===== src/rtl/a_ram_skew_feeder.sv =====
`default_nettype none
// ============================================================================
// Module   : a_ram_skew_feeder
// Brief    : Reads operand-A vectors from a_ram and feeds them to the systolic
//            array rows with a per-lane diagonal skew (lane i delayed i cycles).
//            Optional macro A_FEEDER_ZERO_PAD_EN forces invalid lanes to zero.
// Revision : 1.0 - initial release
// ============================================================================
module a_ram_skew_feeder #(
    parameter int INTEGER_BIT      = 7,
    parameter int A_RAM_ADDR_WIDTH = 7,
    parameter int ARRAY_SIZE       = 4,
    parameter int DATA_WIDTH       = 8
) (
    input  logic                             clk,
    input  logic                             rst,
    input  logic                             enable,
    output logic                             finish,
    input  logic                             ws_os,
    input  logic [INTEGER_BIT-1:0]           col_size,
    input  logic [INTEGER_BIT-1:0]           row_size,
    input  logic [A_RAM_ADDR_WIDTH-1:0]      a_ram_start_addr,
    output logic                             a_ram_read_req,
    output logic [A_RAM_ADDR_WIDTH-1:0]      a_ram_read_addr,
    input  logic [ARRAY_SIZE*DATA_WIDTH-1:0] a_ram_read_data,
    output logic [ARRAY_SIZE*DATA_WIDTH-1:0] array_a_data,
    output logic [ARRAY_SIZE-1:0]            array_a_valid
);

    localparam int                c_SW         = INTEGER_BIT + 1;
    localparam logic [c_SW-1:0]   c_ARRAY_SIZE = c_SW'(ARRAY_SIZE);

    localparam logic [1:0] S_IDLE  = 2'd0;
    localparam logic [1:0] S_READ  = 2'd1;
    localparam logic [1:0] S_DRAIN = 2'd2;
    localparam logic [1:0] S_DONE  = 2'd3;

    logic [1:0]                  r_state;
    logic                        r_skip;
    logic [c_SW-1:0]             r_v;
    logic [c_SW-1:0]             r_l;
    logic [c_SW-1:0]             r_cnt;
    logic [A_RAM_ADDR_WIDTH-1:0] r_start;
    logic                        r_rd_q;

    logic [c_SW-1:0] w_v;
    logic [c_SW-1:0] w_lane_req;
    logic [c_SW-1:0] w_l;

    always_comb begin
        w_v        = ws_os ? {1'b0, row_size} : {1'b0, col_size};
        w_lane_req = ws_os ? {1'b0, col_size} : {1'b0, row_size};
        w_l        = (w_lane_req > c_ARRAY_SIZE) ? c_ARRAY_SIZE : w_lane_req;
    end

    always_ff @(posedge clk) begin
        if (rst) begin
            r_state <= S_IDLE;
            r_skip  <= 1'b0;
            r_v     <= '0;
            r_l     <= '0;
            r_cnt   <= '0;
            r_start <= '0;
        end else if (!enable) begin
            r_state <= S_IDLE;
            r_skip  <= 1'b0;
            r_cnt   <= '0;
        end else begin
            case (r_state)
                S_IDLE: begin
                    r_cnt <= '0;
                    if ((w_v == '0) || (w_l == '0)) begin
                        // Empty tile: hold finish off for one cycle so it rises in cycle 1
                        r_state <= S_DONE;
                        r_skip  <= 1'b1;
                    end else begin
                        r_state <= S_READ;
                        r_v     <= w_v;
                        r_l     <= w_l;
                        r_start <= a_ram_start_addr;
                    end
                end
                S_READ: begin
                    if (r_cnt + 1'b1 == r_v) begin
                        r_state <= S_DRAIN;
                        r_cnt   <= '0;
                    end else begin
                        r_cnt <= r_cnt + 1'b1;
                    end
                end
                S_DRAIN: begin
                    if (r_cnt == r_l) begin
                        r_state <= S_DONE;
                        r_cnt   <= '0;
                    end else begin
                        r_cnt <= r_cnt + 1'b1;
                    end
                end
                default: begin
                    r_skip <= 1'b0;
                end
            endcase
        end
    end

    always_comb begin
        a_ram_read_req  = (r_state == S_READ);
        a_ram_read_addr = a_ram_read_req ? (r_start + A_RAM_ADDR_WIDTH'(r_cnt)) : '0;
        finish          = (r_state == S_DONE) && !r_skip;
    end

    always_ff @(posedge clk) begin
        if (rst || !enable) begin
            r_rd_q <= 1'b0;
        end else begin
            r_rd_q <= a_ram_read_req;
        end
    end

    // Data stages load only behind a valid beat, so idle lanes keep their last value
    for (genvar i = 0; i < ARRAY_SIZE; i++) begin : g_lane
        localparam logic [c_SW-1:0] c_LANE = c_SW'(i);

        logic [DATA_WIDTH-1:0] r_d [0:i];
        logic [i:0]            r_vld;
        logic                  w_lane_en;

        assign w_lane_en = r_rd_q && (c_LANE < r_l);

        always_ff @(posedge clk) begin
            if (rst) begin
                r_vld <= '0;
                for (int j = 0; j <= i; j++) begin
                    r_d[j] <= '0;
                end
            end else if (!enable) begin
                r_vld <= '0;
            end else begin
                r_vld[0] <= w_lane_en;
                if (w_lane_en) begin
                    r_d[0] <= a_ram_read_data[i*DATA_WIDTH +: DATA_WIDTH];
                end
                for (int j = 1; j <= i; j++) begin
                    r_vld[j] <= r_vld[j-1];
                    if (r_vld[j-1]) begin
                        r_d[j] <= r_d[j-1];
                    end
                end
            end
        end

        assign array_a_valid[i] = r_vld[i];
`ifdef A_FEEDER_ZERO_PAD_EN
        assign array_a_data[i*DATA_WIDTH +: DATA_WIDTH] = r_vld[i] ? r_d[i] : '0;
`else
        assign array_a_data[i*DATA_WIDTH +: DATA_WIDTH] = r_d[i];
`endif
    end

endmodule
`default_nettype wire


===== config.mk =====
export PLATFORM = sky130hd
export DESIGN_NAME = a_ram_skew_feeder
export DESIGN_NICKNAME = d
export VERILOG_FILES = /design/src/rtl/a_ram_skew_feeder.sv
export SDC_FILE = /design/constraint.sdc
export NUM_CORES = 1
export LEC_CHECK = 0
export CAP_MARGIN = 15
export CORE_ASPECT_RATIO = 0.8
export CORE_UTILIZATION = 48
export CTS_CLUSTER_SIZE = 28
export DETAILED_ROUTE_END_ITERATION = 12
export GPL_ROUTABILITY_DRIVEN = 0
export HOLD_SLACK_MARGIN = 0.02
export PLACE_DENSITY = 0.74
export SLEW_MARGIN = 15
export SYNTH_ARGS = -nofsm -noshare
export SYNTH_HDL_FRONTEND = slang
export SYNTH_SLANG_ARGS = --single-unit
export TNS_END_PERCENT = 1

===== constraint.sdc =====
create_clock -name clk -period 2.3 [get_ports clk]
set_input_delay 0.69 -clock clk [delete_from_list [all_inputs] [get_ports clk]]
set_output_delay 0.69 -clock clk [all_outputs]
set_load 0.05 [all_outputs]

Yosys cells after proc, flatten, opt, wreduce, memory -nomap -nowiden --
Memory sizes are Yosys's and may differ from the RTL's. Cells that the tools add are included.
Cells by class: $add $sub $neg 2, $lt $le $gt $ge 5, eq/ne operators 8, multiplexer cells 66, bitwise logic cells 12, reductions and logical operators 19
Operator list (number):
- 8-bit two-way mux | 12
- 1-bit two-way mux | 44
- 7-bit two-way mux | 4
- 8-bit one-hot mux with 3 select lines | 1
- 8-bit == test | 2
- 8-bit zero test | 2
- 1-bit by 8-bit < comparator with 1-bit output (first input constant) | 2
- 2-bit by 8-bit < comparator with 1-bit output (first input constant) | 2
- 1-bit bitwise OR | 9
- 8-bit by 1-bit adder with 8-bit output (second input constant) | 1
- 8-bit OR reduction | 1
- 7-bit adder | 1
- 7-bit by 3-bit > comparator with 1-bit output (second input constant) | 1
- 2-bit two-way mux | 3
- 2-bit one-hot mux with 3 select lines | 1
- 3-bit AND reduction | 2
- 1-bit logical AND | 5
- 2-bit == test (second input constant) | 2
- 2-bit != test (second input constant) | 2
- 2-bit OR reduction | 2
- 1-bit inverter | 3
- 3-bit nonzero test | 1
- 2-bit by 1-bit == test with 1-bit output (second input constant) | 1
- 1-bit zero test | 2
- other kinds (5) | 6
Word-level totals: flip-flop bits (word level) 45, bits in writable memories 80, input bits 57, output and inout port bits 45, logic and storage cells 127, memories 4
Memories:
- g_lane[3].r_d | words 4, width 8, read ports 4, clocked after memory_dff 0, wr ports 4, line 124 | logic [DATA_WIDTH-1:0] r_d [0:i];
- g_lane[2].r_d | words 3, width 8, read ports 3, clocked after memory_dff 0, wr ports 3, line 124
- g_lane[1].r_d | words 2, width 8, read ports 2, clocked after memory_dff 0, wr ports 2, line 124
- g_lane[0].r_d | words 1, width 8, read ports 1, clocked after memory_dff 0, wr ports 1, line 124

Depth between registers and ports, before layout --
Gate-level depths: netlist of run 1.
word-level depth 8, gate-level depth with buffers 8, mapped depth without buffers 8

Worst setup path before layout of run 1 --
No wires, ideal clock.
kind register to output, from register r_cnt[0], to output a_ram_read_addr[6], data arrival time 2.054 ns, data required time 1.610 ns, setup slack -0.444 ns, cell stages (with the launch flop) 9, path buffers 0, cell sequence dfxtp_1 ha_1 fa_1 a21o_1 a21oi_1 o21bai_1 a21oi_1 xnor2_1 and2_1
Between the ends: word-level cells in the longest chain between the ends 2
RTL lines:
- start: declaration | line 42 | logic [c_SW-1:0] r_cnt;
- start signal: assignment | line 88 | r_cnt <= r_cnt + 1'b1;
- start signal: assignment | line 96 | r_cnt <= r_cnt + 1'b1;
- 7-bit adder | line 108 | a_ram_read_addr = a_ram_read_req ? (r_start + A_RAM_ADDR_WIDTH'(r_cnt)) : '0;
- 7-bit two-way mux | line 108
- end: declaration | line 24 | output logic [A_RAM_ADDR_WIDTH-1:0] a_ram_read_addr,
No other way between the ends.

Final worst setup path of run 1 --
Same ends and word-level chain as after synthesis.

==> results.md, run 1 <==
- Chip width: between 100 and 150 um
- Number of nets at the end of the flow: roughly 670
- Count of unresolved DRC violations after routing: 0
- Required time at the worst-slack endpoint: 1610 ps
- Synth-to-layout area growth: 36.9%
- Kind of end point of the critical path: primary output
- Fraction of the cycle the final worst path needs: 129%
- Cell with the most instances on the worst path: sky130_fd_sc_hd__a21oi_2
- Total I/O pin count: around 100
- Number of instances in the synthesized netlist: 477
- GRT overflow: 0
- Buffers from clock root to sink, at most: 2
- Placed Instances: roughly 730
- Crit path cell chain: ha_4 -> fa_2 -> a21o_1 -> a21oi_2 -> o21bai_1 -> a21oi_2 -> xnor2_1 -> and2_4 -> buf_12
- Status: complete, but fails checks
- H-tree Lvls: 4
- Via count: 3817
- Area of the core region: about 12000 um^2
- Least-Margin Pin Slew: 680 ps
- Number of antenna violations at the first check in global routing: 0
- Number of global-route vias before repair: 3856
- Starting density of the core: 49.5%
- Worst supply voltage drop on vdd: around 450 uV
- Cell area after technology mapping: 5700 um^2
- Post-CTS setup-driven buffer insertion count: 0
- Signal arrival time at the worst endpoint: between 2000 and 2500 ps
- Crit path max fanout: 2
- Least setup slack across all paths after layout: -664 ps
- Clk_skew: between 5 and 6 ps
- Net count after synthesis: about 550
- RSZ-0062 raised after global routing: true
- Sequential-to-total area share from yosys stat: between 50% and 60%
- Leakage: 3.19 nW
- Number of port buffers: between 100 and 150
- HP Class: register to register
- Post-synthesis register bit count: 123
- Wire per inst: 14.5 um
- Share of cells above drive strength 1: around 20%
- Pwr Density: 763 nW/um^2
- Largest net degree at the start of global routing: 28
- Routed WL: about 11000 um
- Final Instance Count excl. Fillers: about 760
- Critical path's slowest cell: sky130_fd_sc_hd__dfxtp_2
- Number of buffers created by CTS: 17
- Clock-pin slew on the worst setup and hold paths: around 50 ps
- Failing checks: negative setup slack
- Global-route wire length before repair: 18300 um
- Fin crit period: ~3000 ps
- Die Footprint: between 10000 and 15000 um^2
- Unique cell type count in the Yosys netlist: 54
- Share of async-settable or async-resettable flops after synthesis: 0%
- Pre-CTS setup slack: -410 ps
- DRT iter0 DRCs: ~220
- Height of the die: ~99 um
- Post-detail-place hpwl: 7990 um
- Number of failing hold endpoints at the final stage: 0
- Max-slew violation count: 0
- Number of enable-type register cells in the synthesized netlist: 80
- Detailed-route vias per instance: between 5 and 6
- Worst hold path depth: 1
- Synth Flop Type: sky130_fd_sc_hd__edfxtp_1
- First drt pass iteration count: 4
- Clock sink count: between 100 and 150
- Timing-limited maximum frequency: between 0.3 and 0.4 GHz
- Final setup vio count: 6
- Average cell area after synthesis: 11.9 um^2
- CTS tree: built
- Clock latency of the later-clocked register in the worst-skew pair: around 400 ps
- Worst relative slew slack: 54.6%
- WS Path Type: register to primary output
- CTS root buf: sky130_fd_sc_hd__clkbuf_16
- Count of warnings emitted by yosys: 0
- Antenna diodes: 0
- Count of maximum capacitance violations: 0
- Floorplan row count: 35
- Crit path launch type: register
- Count of antenna-violating nets left after detailed routing: 0
- Max stage delay on crit path: approximately 340 ps
- Reg2reg path depth: 9
- GRT Total Usage: between 10% and 20%
## cell usage in the layout (no fill, tap or decap), types with 9 or more instances in the layout
cell / instances
sky130_fd_sc_hd__and2_1: 70
sky130_fd_sc_hd__ha_1: 10
sky130_fd_sc_hd__mux2i_1: 19
sky130_fd_sc_hd__nand2_1: 13
sky130_fd_sc_hd__buf_12: 15
sky130_fd_sc_hd__buf_4: 39
sky130_fd_sc_hd__xor2_1: 11
sky130_fd_sc_hd__nor2_1: 32
sky130_fd_sc_hd__xnor2_1: 9
sky130_fd_sc_hd__edfxtp_1: 80
sky130_fd_sc_hd__inv_1: 9
sky130_fd_sc_hd__clkdlybuf4s50_1: 92
sky130_fd_sc_hd__clkbuf_16: 17
sky130_fd_sc_hd__and3_1: 28
sky130_fd_sc_hd__dfxtp_1: 40
## kinds of logic (layout without fill, tap and decap cells)
| logic type | after synthesis | after routing | synth area share [%] |
|---|---|---|---|
| compound gates | 57 | 57 | 7.73 |
| xor+xnor | 20 | 20 | 3.08 |
| simple gates | 190 | 190 | 19.5 |
| flops | 123 | 123 | 57.3 |
| mux | 19 | 19 | 3.34 |
| fa+ha+maj | 14 | 14 | 3.21 |
| buf+inv | 54 | 187 | 5.82 |
## worst max-delay path: cells and delay by family (launching register included)
family	cells	cell delay (ps)
DFF	1	340
xor gates and xnor gates	1	140
AOI/OAI and AO/OA	4	580
and+or+nand+nor	1	180
adders and majority gates	2	500
buffers and inverters	1	130
## worst paths after layout
| check | startpoint | slack, ps | endpoint |
|---|---|---|---|
| setup / recovery | r_cnt[0] | -660 | a_ram_read_addr[6] |
| setup reg to reg | r_cnt[0] | 0 | r_cnt[4] |
| hold / removal | g_lane[1].r_vld[0] | 480 | g_lane[1].r_vld[1] |
| hold reg to reg | g_lane[1].r_vld[0] | 480 | g_lane[1].r_vld[1] |
## cell usage after synthesis, drive strengths merged, types with 2 or more instances
cell	count	share of area (%)
edfxtp	80	42
and2	73	8.1
dfxtp	43	15
buf	35	4.6
nor2	35	2.4
and3	28	3.1
mux2i	19	3.3
ha	13	2.9
nand2	13	0.86
a21oi	11	0.97
xor2	11	1.7
clkbuf	10	0.66
inv	9	0.59
xnor2	9	1.4
a211oi	8	1.7
nand3	8	0.70
nor3	8	0.79
a21o	6	0.79
o21bai	6	0.79
o2111ai	5	0.77
o211ai	5	0.66
o21ai	5	0.44
or2	5	0.55
nor3b	4	0.88
or4	4	0.59
a31oi	3	0.44
nor4	3	0.33
nand2b	2	0.22
nand4b	2	0.42
nor2b	2	0.22
## flip-flops by register name, summed over array words and instances (netlist names)
name / count
r_cnt: 8
r_state: 2
r_rd_q: 1
r_v: 7
g_lane.r_vld: 10
r_skip: 1
g_lane.r_d: 80
r_l: 7
r_start: 7
## final cells by class
class	instances	area, um^2
Timing Repair Buffer	146	1510
Sequential cell	123	3270
Tap cell	148	185
Multi-Input combinational cell	300	2150
Clock buffer	17	425
Inverter	9	33.8
Clock inverter	15	220
Fill cell	835	3720
## metrics by stage
stage	util, %	hold WS (ps)	power (mW)	TNS, ps	area [um^2]
floorplan	-	434	2.84	-418	5710
global placement	61.7	458	3.08	-17450	7110
detailed placement	61.7	464	3.10	-23980	7110
CTS	67.6	490	5.99	-2750	7780
global route	67.7	520	6.15	-4060	7800
finish	67.7	482	5.95	-2520	7800
## power breakdown
group / switching [mW] / internal [mW] / total [mW] / leakage, nW
combinational: 0.308 / 0.289 / 0.597 / 1.70
sequential: 0.0399 / 2.43 / 2.47 / 1.18
clock: 0.962 / 1.92 / 2.89 / 0.315
## metal layers
layer	GRT usage (%)	vias up	wire length (um)
met5	0	-	0
met4	7.32	0	153
met3	6.02	16	636
met2	31.0	104	5190
met1	24.9	1777	4980
li1	-	1920	-
## what timing repair did
action / CTS / global route
pin swaps: 1 / 1
setup endpoints to repair: 11 / 27
hold endpoints to repair: 0 / 0
hold buffers: 0 / 0
gates cloned: 0 / 0
gates resized for setup: 6 / 4
Note: power is estimated with default switching activity, not from simulation.
==> run 2, diff against run 1 <==
Settings changed: ABC_CLOCK_PERIOD_IN_PS set to 2300, PLACE_DENSITY 0.74 to 0.88.
==> run 2 against run 1 <==
  * The flow still finishes with violations (negative setup slack)
  * Global-route usage up 0.29 points
  * Critical path type unchanged
  * Critical endpoint unchanged
  * First-iteration DRC count up 21%
  * Largest cell class unchanged
  * Final cell count unchanged
  * Highest routed layer unchanged
  * Sequential power barely moved
==> results.md, run 2 (synthesized netlist as in run 1, its figures left out) <==
- Least-Margin Pin Slew: 758 ps (+77.6 ps)
- Number of antenna violations at the first check in global routing: 0 (unchanged)
- Die Footprint: 12300 um^2 (unchanged)
- Largest net degree at the start of global routing: 25 (-11%)
- Buffers from clock root to sink, at most: 2 (unchanged)
- Crit. Startpoint: r_cnt[0]
- Register-to-register setup slack: -10 ps (about the same)
- Clock-pin slew on the worst setup and hold paths: 60 ps (about the same)
- Max-slew violation count: 0 (unchanged)
- Commonest non-fill, non-tap cell in the layout: sky130_fd_sc_hd__clkdlybuf4s50_1
- Status: complete, but fails checks
- Hold Buf Count CTS: 0 (unchanged)
- Leakage: 3.16 nW (-1.2%)
- Failing checks: negative setup slack
- Crit path launch type: register
- Number of buffers created by CTS: 17 (unchanged)
- Timing-limited maximum frequency: 0.339 GHz (+0.59%)
- Total I/O pin count: 102 (unchanged)
- Starting density of the core: 49.5% (unchanged)
- Pre-CTS setup slack: -462 ps (-51.8 ps)
- First drt pass iteration count: 4 (unchanged)
- H-tree Lvls: 4 (unchanged)
- Clock latency of the later-clocked register in the worst-skew pair: 400 ps (about the same)
- Wire per inst: 15.0 um (+4.0%)
- Final setup vio count: 7 (+1)
- Reg2reg path depth: 9 (unchanged)
- Most frequent cells in the layout: 92 x sky130_fd_sc_hd__clkdlybuf4s50_1, 80 x sky130_fd_sc_hd__edfxtp_1, 70 x sky130_fd_sc_hd__and2_1, 42 x sky130_fd_sc_hd__buf_4, 39 x sky130_fd_sc_hd__dfxtp_1
- Number of global-route vias before repair: 3970 (+3.0%)
- Largest register by flop count: g_lane.r_d
- Floorplan row count: 35 (unchanged)
- Count of maximum capacitance violations: 0 (unchanged)
- RSZ-0062 raised after global routing: true
- End of the critical path: a_ram_read_addr[6]
- Final design instance area without fill: 7740 um^2 (-0.75%)
- Count of unresolved DRC violations after routing: 0 (unchanged)
- Worst supply voltage drop on vdd: 589 uV (+32%)
- Signal arrival time at the worst endpoint: 2260 ps (about the same)
- Fraction of met3 tracks used by global routing: 6.02% (unchanged)
- Global-route wire length before repair: 18500 um (+1.1%)
- Worst relative slew slack: 49.5% (-5.2 points)
- Fraction of the cycle the final worst path needs: 128% (-0.75 points)
- Share of cells above drive strength 1: 21.0% (+0.98 points)
- Clock sink count: 123 (unchanged)
- Dpl cell area: 7070 um^2 (-0.53%)
- DRT iter0 DRCs: 264 (+21%)
- Antenna diodes: 0 (unchanged)
- Clk_skew: 8.35 ps (+2.41 ps)
- Flip-flop count of the largest register, all copies and words added: 80 (unchanged)
- Number of failing hold endpoints at the final stage: 0 (unchanged)
- Crit path max fanout: 2 (unchanged)
- Largest registers: g_lane.r_d x80, g_lane.r_vld x10, r_cnt x8
- GRT overflow: 0 (unchanged)
- Overall power: 5.73 mW (-3.6%)
- Met2 routing resource usage after global routing: 33.6% (+2.6 points)
- Least setup slack across all paths after layout: -647 ps (+17.3 ps)
- WS Path Type: register to primary output
- HP Class: register to register
- GRT Total Usage: 19.8% (+0.29 points)
- Synth-to-layout area growth: 35.9%
- Post-detail-place hpwl: 8250 um (+3.3%)
- Core utilization of the finished layout: 67.2% (-0.51 points)
- Via count: 3916 (+2.6%)
- Chip width: 124 um (unchanged)
- Height of the die: 99.4 um (unchanged)
- Required time at the worst-slack endpoint: 1610 ps (about the same)
- Fin crit period: 2950 ps (-17.3 ps)
- CTS tree: built
- Detailed-route vias per instance: 5.17 (+2.6%)
- GRT Max-Usage Layer: met2
- Count of antenna-violating nets left after detailed routing: 0 (unchanged)
- Routed WL: 11400 um (+4.0%)
- Capture point of the worst reg-to-reg path: r_cnt[6]
- Number of port buffers: 101 (unchanged)
- Kind of end point of the critical path: primary output
- Worst r2r src: r_cnt[1]
- Pwr Density: 741 nW/um^2 (-2.9%)
- Met1 routing resource usage after global routing: 23.2% (-1.7 points)
- Number of nets at the end of the flow: 668 (unchanged)
- CTS root buf: sky130_fd_sc_hd__clkbuf_16
- Area of the core region: 11500 um^2 (unchanged)
run 2: layer usage:
layer | wire length, um | part of all wire [%]
met3 | 697 | 6.1
met1 | 4700 | 41
met5 | 0 | 0
met2 | 5790 | 51
met4 | 209 | 1.8
run 2: where the power goes:
part / total (mW) / switching [mW] / leakage [nW] / internal [mW]
clock: 2.67 / 1.04 / 0.287 / 1.64
sequential: 2.47 / 0.0401 / 1.18 / 2.43
combinational: 0.595 / 0.311 / 1.69 / 0.284
run 2: through the flow:
| step | cells | TNS, ps | hold WS [ps] |
|---|---|---|---|
| 2_1_floorplan | 477 | -418 | 434 |
| 4_1_cts | 758 | -2500 | 478 |
| 3_5_place_dp | 726 | -18560 | 469 |
| 5_1_grt | 758 | -3300 | 522 |
| 6_report | 758 | -2350 | 477 |
| 3_3_place_gp | 726 | -14660 | 460 |
run 2: how the worst min path moves through the flow:
stage / from / end / slack [ps] / cells after the start
2_1_floorplan: g_lane[1].r_vld[0] / g_lane[1].r_vld[1] / 430 / 1
3_3_place_gp: g_lane[2].r_vld[1] / g_lane[2].r_vld[2] / 460 / 1
3_5_place_dp: g_lane[2].r_vld[1] / g_lane[2].r_vld[2] / 470 / 1
4_1_cts: g_lane[2].r_vld[1] / g_lane[2].r_vld[2] / 480 / 1
5_1_grt: r_cnt[7] / r_cnt[7] / 520 / 2
6_report: g_lane[2].r_vld[1] / g_lane[2].r_vld[2] / 480 / 1
run 2: cell type report:
class / instances / area (um^2)
fillers: 797 / 3780
flip-flops and latches: 123 / 3270
multi-input cells: 300 / 2170
repair buffers: 146 / 1480
clock buffers: 17 / 425
well taps: 148 / 185
clock inverters: 15 / 175
inverters: 9 / 33.8
run 2: critical path, stage by stage, from the launching register on:
cell                       delay (ps)
sky130_fd_sc_hd__dfxtp_2          340
sky130_fd_sc_hd__ha_4             160
sky130_fd_sc_hd__fa_2             330
sky130_fd_sc_hd__a21o_1           180
sky130_fd_sc_hd__a21oi_2          160
sky130_fd_sc_hd__o21bai_1          80
sky130_fd_sc_hd__a21oi_1          170
sky130_fd_sc_hd__xnor2_1          140
sky130_fd_sc_hd__and2_4           170
sky130_fd_sc_hd__buf_12           130
run 2: timing repair:
action	CTS	global route
endpoints found under the setup margin	20	33
setup buffers	0	0
resized for setup	10	7
pin swaps	0	1
